[config.mk]
export PLATFORM = sky130hd
export DESIGN_NAME = vga_scan_engine
export DESIGN_NICKNAME = d
export VERILOG_FILES = /design/src/rtl/vga_scan_engine.sv
export SDC_FILE = /design/constraint.sdc
export NUM_CORES = 1
export LEC_CHECK = 0
export ABC_AREA = 1
export CAP_MARGIN = 20
export CORE_AREA = 2 2 87 106
export DETAILED_ROUTE_END_ITERATION = 7
export DIE_AREA = 0 0 89 108
export HOLD_SLACK_MARGIN = 0.15
export PLACE_DENSITY_LB_ADDON = 0.05
export SETUP_SLACK_MARGIN = 0.4
export SYNTH_ARGS = -nofsm -noshare
export SYNTH_HDL_FRONTEND = slang
export SYNTH_SLANG_ARGS = --single-unit
export TNS_END_PERCENT = 30
[constraint.sdc]
create_clock -name clk2 -period 1.3 [get_ports clk2]
set_input_delay 0.26 -clock clk2 [delete_from_list [all_inputs] [get_ports clk2]]
set_output_delay 0.26 -clock clk2 [all_outputs]
set_load 0.005 [all_outputs]
[src/rtl/vga_scan_engine.sv]
// 640x480 scan generator with 5x-upscaled 1-bit framebuffer fetch.
// Stage 0 counters drive fb_addr; the BRAM read is stage 1; colour and syncs are registered in stage 2.
module vga_scan_engine #(
  parameter int         H_VIS    = 640,
  parameter int         H_FP     = 16,
  parameter int         H_SYNC   = 96,
  parameter int         H_BP     = 48,
  parameter int         V_VIS    = 480,
  parameter int         V_FP     = 10,
  parameter int         V_SYNC   = 2,
  parameter int         V_BP     = 33,
  parameter logic       SYNC_POL = 1'b0,
  parameter int         SCALE    = 5,
  parameter logic [7:0] FG_COLOR = 8'hFF,
  parameter logic [7:0] BG_COLOR = 8'h00
) (
  input  logic        clk2,
  input  logic        rst,
  output logic [13:0] fb_addr,
  input  logic        fb_data,
  output logic [7:0]  color,
  output logic        h_sync,
  output logic        v_sync,
  output logic        blank,
  output logic        frame_start
);

  localparam int H_TOT = H_VIS + H_FP + H_SYNC + H_BP;
  localparam int V_TOT = V_VIS + V_FP + V_SYNC + V_BP;

  localparam logic [9:0] H_LAST     = 10'(H_TOT - 1);
  localparam logic [9:0] V_LAST     = 10'(V_TOT - 1);
  localparam logic [9:0] H_VIS_W    = 10'(H_VIS);
  localparam logic [9:0] V_VIS_W    = 10'(V_VIS);
  localparam logic [9:0] H_VIS_LAST = 10'(H_VIS - 1);
  localparam logic [9:0] V_VIS_LAST = 10'(V_VIS - 1);
  localparam logic [9:0] HS_BEG     = 10'(H_VIS + H_FP);
  localparam logic [9:0] HS_END     = 10'(H_VIS + H_FP + H_SYNC - 1);
  localparam logic [9:0] VS_BEG     = 10'(V_VIS + V_FP);
  localparam logic [9:0] VS_END     = 10'(V_VIS + V_FP + V_SYNC - 1);
  localparam logic [2:0] SUB_LAST   = 3'(SCALE - 1);

  logic [9:0] hcnt, vcnt, hcnt_n, vcnt_n;
  logic [2:0] hsub, vsub, hsub_n, vsub_n;
  logic [6:0] col, row, col_n, row_n;
  logic       h_wrap;
  logic       vis0, hs0, vs0, first0;
  logic       vis1, hs1, vs1, first1;

  // Cell counters follow the pixel counters so col/row are always hcnt/SCALE, vcnt/SCALE.
  always_comb begin
    h_wrap = (hcnt == H_LAST);
    hcnt_n = h_wrap ? 10'd0 : hcnt + 10'd1;
    vcnt_n = vcnt;
    if (h_wrap)
      vcnt_n = (vcnt == V_LAST) ? 10'd0 : vcnt + 10'd1;

    hsub_n = hsub + 3'd1;
    col_n  = col;
    if (hcnt >= H_VIS_LAST) begin
      hsub_n = 3'd0;
      col_n  = 7'd0;
    end else if (hsub == SUB_LAST) begin
      hsub_n = 3'd0;
      col_n  = col + 7'd1;
    end

    vsub_n = vsub;
    row_n  = row;
    if (h_wrap) begin
      if (vcnt >= V_VIS_LAST) begin
        vsub_n = 3'd0;
        row_n  = 7'd0;
      end else if (vsub == SUB_LAST) begin
        vsub_n = 3'd0;
        row_n  = row + 7'd1;
      end else begin
        vsub_n = vsub + 3'd1;
      end
    end
  end

  always_comb begin
    vis0   = (hcnt < H_VIS_W) && (vcnt < V_VIS_W);
    hs0    = (hcnt >= HS_BEG) && (hcnt <= HS_END);
    vs0    = (vcnt >= VS_BEG) && (vcnt <= VS_END);
    first0 = (hcnt == 10'd0) && (vcnt == 10'd0);
  end

  // row/col registers are the address itself, so fb_addr tracks stage 0 with no extra flop.
  assign fb_addr = {row, col};

  always_ff @(posedge clk2) begin
    if (!rst) begin
      hcnt        <= 10'd0;
      vcnt        <= 10'd0;
      hsub        <= 3'd0;
      vsub        <= 3'd0;
      col         <= 7'd0;
      row         <= 7'd0;
      vis1        <= 1'b0;
      hs1         <= 1'b0;
      vs1         <= 1'b0;
      first1      <= 1'b0;
      color       <= BG_COLOR;
      blank       <= 1'b1;
      h_sync      <= ~SYNC_POL;
      v_sync      <= ~SYNC_POL;
      frame_start <= 1'b0;
    end else begin
      hcnt        <= hcnt_n;
      vcnt        <= vcnt_n;
      hsub        <= hsub_n;
      vsub        <= vsub_n;
      col         <= col_n;
      row         <= row_n;
      vis1        <= vis0;
      hs1         <= hs0;
      vs1         <= vs0;
      first1      <= first0;
      color       <= (vis1 && fb_data) ? FG_COLOR : BG_COLOR;
      blank       <= ~vis1;
      h_sync      <= hs1 ? SYNC_POL : ~SYNC_POL;
      v_sync      <= vs1 ? SYNC_POL : ~SYNC_POL;
      frame_start <= first1;
    end
  end

endmodule

# [Word-level counts from Yosys, hierarchy flattened]
# Index checks and enable logic that the tools add are counted.
[word_totals] out_inout_bits=26 in_bits=3 wordCells=55 ff_bits=56
[classes] mux=8 n_reduce_logical=12 addsub=6 bitwise_logic=2 magnitude_cmp=8 eq_ne=4
[op_table] operator="adder 10 x 1 -> 10 bit (second input constant)" count=2
[op_table] operator="equality test 10 bit (second input constant)" count=2
[op_table] operator=">= comparator 10 bit (second input constant)" count=2
[op_table] operator=">= comparator 10 x 9 -> 1 bit (second input constant)" count=2
[op_table] operator="logical NOT 10 bit" count=2
[op_table] operator="adder 7 x 1 -> 7 bit (second input constant)" count=2
[op_table] operator="2-to-1 mux 7 bit" count=2
[op_table] operator="less-or-equal comparator 10 bit (second input constant)" count=1
[op_table] operator="less-or-equal comparator 10 x 9 -> 1 bit (second input constant)" count=1
[op_table] operator="< comparator 10 bit (second input constant)" count=1
[op_table] operator="< comparator 10 x 9 -> 1 bit (second input constant)" count=1
[op_table] operator="2-to-1 mux 10 bit" count=1
[op_table] operator="2-to-1 mux 8 bit" count=1
[op_table] operator="adder 3 x 1 -> 3 bit (second input constant)" count=2
[op_table] operator="equality test 3 bit (second input constant)" count=2
[op_table] operator="2-to-1 mux 3 bit" count=2
[op_table] operator="logical AND 1 bit" count=5
[op_table] operator="OR reduction 2 bit" count=2
[op_table] operator="OR reduction 3 bit" count=1
[op_table] operator="2-to-1 mux 1 bit" count=2
[op_table] operator="inverter 1 bit" count=2
[op_table] operator="AND reduction 2 bit" count=1
[op_table] operator="nonzero test 2 bit" count=1

# [Depth between registers and ports, before layout]
# Gate-level depths: netlist of the first run.
[depth] depth_word=3 ltp_mapped=10 mapped_depth_nobuf=9

# [Worst setup path after synthesis of the first run]
# Ideal clock, no wire load.
[synth_path] kind="reg-to-reg" start="register hcnt[0]" end="register vsub[0]" setup_time_ps=121 path_stages_with_launch=8 slack_ps=-119 path_buffers=1 arrival_ps=1299 period_less_slack_ps=1419 cell_sequence="dfxtp_1 ha_1 nand3_4 nor2_2 nand2_2 nand2_2 buf_2 o22ai_1"
[synth_via] elab_chain_len=1
[synth_lines] element="start, declared" line_no="43" source="logic [9:0] hcnt, vcnt, hcnt_n, vcnt_n;"
[synth_lines] element="start signal, assigned" line_no="111" source="hcnt <= hcnt_n;"
[synth_lines] element="equality test 10 bit" line_no="52" source="h_wrap = (hcnt == H_LAST);"
[synth_lines] element="end signal, assigned" line_no="114" source="vsub <= vsub_n;"
[synth_lines] element="end, declared" line_no="44" source="logic [2:0] hsub, vsub, hsub_n, vsub_n;"
# Every way passes these cells.
# A chain may end at the register's enable or synchronous reset.

# [Worst setup path in the final report of the first run]
[layout_path] start="register hcnt[1]" end="register col[2]"
[layout_via] elab_chain_len=2
[layout_lines] element=">= comparator 10 bit" line_no="60" source="if (hcnt >= H_VIS_LAST) begin"
[layout_lines] element="OR reduction 2 bit (no line)"
[layout_lines] element="end signal, assigned" line_no="115" source="col <= col_n;"
[layout_lines] element="end, declared" line_no="45" source="logic [6:0] col, row, col_n, row_n;"
# Every way passes these cells.

==> flow_summary.toml, run 1 <==
[sta]
maxSlewHeadroom_pct = 78.7
max_freq_ghz = 0.717
min_period_ns = 1.39
setup_viol = 27
skew_ns = 0.00637
hold_viol_final = 0
rsz0062_at_grt = "yes"
maxSlewViolCount = 0
final.setup.worst_slack_ns = -0.0948
min_period_over_period_pct = 107
worst_pin_slew_ns = 0.319

[floorplan]
design.core.area_um2 = 8520
start_util_pct = 29.7
die_x_um = 89
io_pins = 29
rows = 37
die_h_um = 108
dieArea_um2 = 9610

[synthesis]
synth_warnings = 0
synth_area_um2 = 2530
seq_area_frac_synth_pct = 38.8
syn_inst = 352
ys_async_sr_fraction_pct = 0
ys_ff_latch = 49
syn_avg_cell_area_um2 = 7.18
synth.distinct_cells = 35
synth_nets = 365
synth-main-ff-cell = "dfxtp_1"
synth_edf_count = 0

[placement]
place_hpwl_um = 5000
gp_congestion = 0.791
portBuffers = 28

[detailed_routing]
drc = 0
drt-total-wl_um = 6550
drt_iter0_drc = 58
routed_via_density = 4.29
vias = 2519
ant_nets = 0
firstDrtPassIters = 4
avgRoutedWirePerCell_um = 11.2

[worst_setup_path]
worstRegToRegCells = 7
crit_fanout = 5
r2r-end = "col[2]$_SDFFE_PP0P_"
crit_end = "col[2]$_SDFFE_PP0P_"
cp-end-kind = "flop"
rr_startpoint = "hcnt[1]$_SDFF_PP0_"
worstPathArrival_ns = 1.60
reg2reg_slack_ns = -0.09
cp-startpoint = "hcnt[1]$_SDFF_PP0_"
timing_worst_setup_path_type = "flop to flop"
required_ns = 1.51
startpoint_type = "flop"

[flow_run]
drv_cap = 0

[cells_and_area]
layout_commonest_cell = "buf_4"
nets = 482
fin_util_pct = 47.1
nFillCells = 895
mostFrequentLayoutCells = "79 x buf_4, 62 x nand2_1, 44 x inv_1, 39 x nor2_1"
synthToLayoutAreaGrowth_pct = 58.6
antenna_cells = 0
drive_above_1_share_pct = 46.8

[grt]
gr-total-overflow = 0
grt_use_total_pct = 14.5
grt_max_degree = 17
grt_pass1_wl_um = 11000
antenna_found_initial = 0
grt_pass1_vias = 2392

[power]
cellLeakagePower_nw = 1.84
total_power_mw = 2.93
power_density_nw_per_um2 = 730
ir_drop_mv = 0.432

[clock_network]
cts_tree = "built"
clock_latency_ns = 0.31
ctsHoldBuffers = 0
h-tree-depth = 2
clk_pin_slew_worst_paths_ns = 0.10
cts_buffers = 5
clock-root-buffer = "clkbuf_8"
cts_num_sinks = 49
clock_path_buffers = 2

[worst_hold_path]
min_path_cells = 1
hold_class = "flop to flop"

[run_status]
violations = "negative setup slack"
status = "finished, violations left"
worst max-delay path, stage by stage, from the launching register on:
cell and delay [ns]:
dfxtp_2 0.36, ha_4 0.15, nand3_4 0.12, nor2_2 0.15, nand2_1 0.10, o21bai_4 0.23
buf_12 0.14, nor3b_1 0.04
power breakdown:
part           total, mW  leakage [nW]  switching (mW)  internal [mW]
sequential          1.55         0.408          0.0185           1.53
clock               1.15        0.0543           0.574          0.577
combinational      0.228          1.38           0.104          0.124
stage by stage:
step,area (um2),setup TNS (ns),hold WS (ns),setup slack [ns],std cells
after floorplan,2600,-0.00194,0.343,-0.00194,352
after global placement,3520,-5.18,0.352,-0.205,560
after detailed placement,3520,-5.53,0.351,-0.246,560
after CTS,3830,-1.37,0.376,-0.0920,581
after global routing,4010,-4.51,0.391,-0.196,587
final,4010,-1.58,0.371,-0.0948,587
final cells by class:
| type | count | area [um2] | area share, % |
|---|---|---|---|
| multi-input cells | 237 | 1480 | 37.0 |
| clock buffers | 5 | 68.8 | 1.72 |
| clock inverters | 3 | 46.3 | 1.15 |
| inverters | 55 | 213 | 5.30 |
| well taps | 117 | 146 | 3.65 |
| repair buffers | 121 | 1040 | 25.9 |
| flip-flops and latches | 49 | 1010 | 25.3 |
synth_stat cells (2+ instances only):
master   count  area [um2]
nand2_1     72         270
nor2_1      50         188
dfxtp_1     49         981
inv_1       47         176
nand3_1     33         165
a21oi_1     12        60.1
ha_1        10         125
nor3_1       8        40.0
buf_4        7        52.6
inv_2        7        26.3
nand2_2      5        31.3
nor2_2       5        31.3
o21ai_1      5        25.0
xnor2_1      5        43.8
xor2_1       5        43.8
nand4_1      4        25.0
o21ai_0      4        20.0
and3_1       3        18.8
nor2_4       3        33.8
buf_2        2        10.0
nand3_4      2        35.0
layer usage:
layer / vias up / part of all wire [%] / global-route usage [%]
li1: 1338 / - / -
met1: 1159 / 44 / 17.7
met2: 16 / 53 / 25.9
met3: 6 / 1.6 / 2.37
met4: 0 / 1.3 / 4.16
met5: - / 0 / 0
registers in the layout, summed over array words and instances (netlist names), 3 cells and up:
name / count
row: 7
hsub: 3
hcnt: 10
vsub: 3
col: 7
vcnt: 10
kinds of logic after synthesis:
| group | count (synthesis) | share of synthesized area (%) |
|---|---|---|
| xor gates and xnor gates | 10 | 3.46 |
| buffers and inverters | 66 | 11.2 |
| DFF | 49 | 38.8 |
| and+or+nand+nor | 189 | 34.8 |
| adders and majority gates | 10 | 4.95 |
| AOI/OAI and AO/OA | 28 | 6.73 |
worst min-delay path by stage:
stage,startpoint,slack [ns],end
2_1_floorplan,hs1$_SDFF_PN0_,0.34,h_sync$_SDFF_PN1_
3_3_place_gp,vs1$_SDFF_PN0_,0.35,v_sync$_SDFF_PN1_
3_5_place_dp,vs1$_SDFF_PN0_,0.35,v_sync$_SDFF_PN1_
4_1_cts,vs1$_SDFF_PN0_,0.38,v_sync$_SDFF_PN1_
5_1_grt,vs1$_SDFF_PN0_,0.39,v_sync$_SDFF_PN1_
6_report,vs1$_SDFF_PN0_,0.37,v_sync$_SDFF_PN1_
timing repair:
| action | in CTS | in global routing |
|---|---|---|
| pin swaps | 10 | 10 |
| buffers inserted | 13 | 6 |
| resized for setup | 161 | 39 |
| endpoints found under the setup margin | 75 | 70 |
Note: power is estimated with default switching activity, not from simulation.
==> run 2: changes to the inputs <==
PLACE_DENSITY_LB_ADDON = unset   (was 0.05)
==> flow_summary.toml, run 2 (synthesis gave the netlist of run 1 again) <==
[power]
p_sw_mw = 0.678
power_density_nw_per_um2 = 677
switching_share_pct = 24.9
cellLeakagePower_nw = 1.84
intPower_mw = 2.04
clkPwrFrac_pct = 34.2
pwr-share-comb_pct = 9.1
power.share.sequential_pct = 56.6
ir_drop_mv = 0.397

[placement]
portBuffers = 28
gp_congestion = 0.892
place_hpwl_um = 4680

[detailed_routing]
met2WireLength_um = 3470
ant_nets = 0
top_layer = "met4"
drc = 0
route.met3.wl_um = 177
drt-total-wl_um = 6510
vias = 2608
avgRoutedWirePerCell_um = 11.1
drt_iter0_drc = 97
routed_via_density = 4.44
wl_met1_um = 2710
firstDrtPassIters = 4

[worst_hold_path]
hold_class = "flop to flop"
hold_start = "vs1$_SDFF_PN0_"

[cells_and_area]
nFillCells = 847
layout_commonest_cell = "buf_4"
largestRegisters = "hcnt (10), vcnt (10)"
drive_above_1_share_pct = 51.3
antenna_cells = 0
fin_util_pct = 47.2
synthToLayoutAreaGrowth_pct = 58.9
mostFrequentLayoutCells = "80 x buf_4, 57 x nand2_1, 42 x inv_1, 34 x nor2_1, 28 x nand3_1"
nets = 482

[sta]
min_period_over_period_pct = 106
maxSlewHeadroom_pct = 85.4
skew_ns = 0.00957
worst_pin_slew_ns = 0.218
min_period_ns = 1.38
tns_ns = -1.26
maxSlewViolCount = 0
setup_viol = 31
max_freq_ghz = 0.726
hold_viol_final = 0
rsz0062_at_grt = "yes"
final.setup.worst_slack_ns = -0.0783

[clock_network]
cts_num_sinks = 49
cts_tree = "built"
clock-root-buffer = "clkbuf_8"
cts_buffers = 5
ctsHoldBuffers = 0
clock_path_buffers = 2
h-tree-depth = 2
clk_pin_slew_worst_paths_ns = 0.10
clock_latency_ns = 0.31

[floorplan]
dieArea_um2 = 9610
io_pins = 29
rows = 37
die_x_um = 89
die_h_um = 108
design.core.area_um2 = 8520
start_util_pct = 29.7

[flow_run]
drv_cap = 0

[worst_setup_path]
startpoint_type = "flop"
cp-startpoint = "hcnt[0]$_SDFF_PP0_"
crit_fanout = 6
timing_worst_setup_path_type = "flop to flop"
worstPathArrival_ns = 1.59
cp-end-kind = "flop"
required_ns = 1.51
rr_startpoint = "hcnt[0]$_SDFF_PP0_"

[grt]
grt_max_degree = 17
grt_pass1_vias = 2550
grt_use_total_pct = 13.7
grt_pass1_wl_um = 10700
antenna_found_initial = 0
gr-total-overflow = 0

[run_status]
status = "finished, violations left"
violations = "negative setup slack"
-- run 2: changes by cell type in the layout (fill, tap and decap cells not counted), sizes merged --
cell           previous run  this run
buf                     117       114
clkdlybuf4s50             1         2
inv                      54        56
clkbuf                    6        10
bufinv                    1         0
dlygate4sd2               2         0
clkinv                    2         1
-- run 2: power groups by stage --
| stage | clock, mW | combinational [mW] | sequential (mW) |
|---|---|---|---|
| after floorplan | 0 | 0.106 | 1.59 |
| after global placement | 0 | 0.192 | 1.58 |
| after detailed placement | 0 | 0.198 | 1.59 |
| after CTS | 0.958 | 0.228 | 1.55 |
| after global routing | 1.03 | 0.273 | 1.55 |
| final | 0.931 | 0.248 | 1.54 |
-- run 2: per-stage QoR --
step	instance area (um2)	setup slack [ns]	power [mW]	std cells	hold WS [ns]
2_1_floorplan	2600	-0.00194	1.69	352	0.343
3_3_place_gp	3460	-0.185	1.78	553	0.348
3_5_place_dp	3460	-0.233	1.78	553	0.351
4_1_cts	3740	-0.0880	2.74	579	0.374
5_1_grt	4020	-0.165	2.84	587	0.391
6_report	4020	-0.0783	2.72	587	0.369
-- run 2: final timing paths --
path / slack, ns / cells after the start / end
setup / recovery: -0.08 / 7 / vcnt[5]$_SDFFE_PN0P_
hold / removal: 0.37 / 1 / v_sync$_SDFF_PN1_
setup reg to reg: -0.08 / 7 / vcnt[5]$_SDFFE_PN0P_
hold reg to reg: 0.37 / 1 / v_sync$_SDFF_PN1_
-- run 2: layout make-up --
class | instances | area, um2 | area share, %
flip-flops and latches | 49 | 1030 | 25.7
multi-input cells | 237 | 1560 | 38.8
inverters | 55 | 214 | 5.33
repair buffers | 121 | 977 | 24.3
clock inverters | 3 | 21.3 | 0.529
well taps | 117 | 146 | 3.64
clock buffers | 5 | 68.8 | 1.71
-- run 2: routing by layer --
| metal | track usage, % | vias up |
|---|---|---|
| met5 | 0 | - |
| met4 | 5.01 | 0 |
| met3 | 2.60 | 13 |
| met2 | 24.8 | 44 |
| met1 | 15.8 | 1221 |
| li1 | - | 1330 |
-- run 2: what timing repair did --
| item | in CTS | in global routing |
|---|---|---|
| endpoints found under the setup margin | 71 | 71 |
| setup buffers | 18 | 8 |
| pin swaps | 12 | 26 |
| resized for setup | 138 | 83 |
-- run 2: critical path, cell delays in order (launching register included) --
cell     delay, ns
dfxtp_2       0.36
ha_4          0.15
nand3_4       0.14
nor2_4        0.17
nand2_4       0.10
nand2_4       0.12
nand2_4       0.07
and3_1        0.17
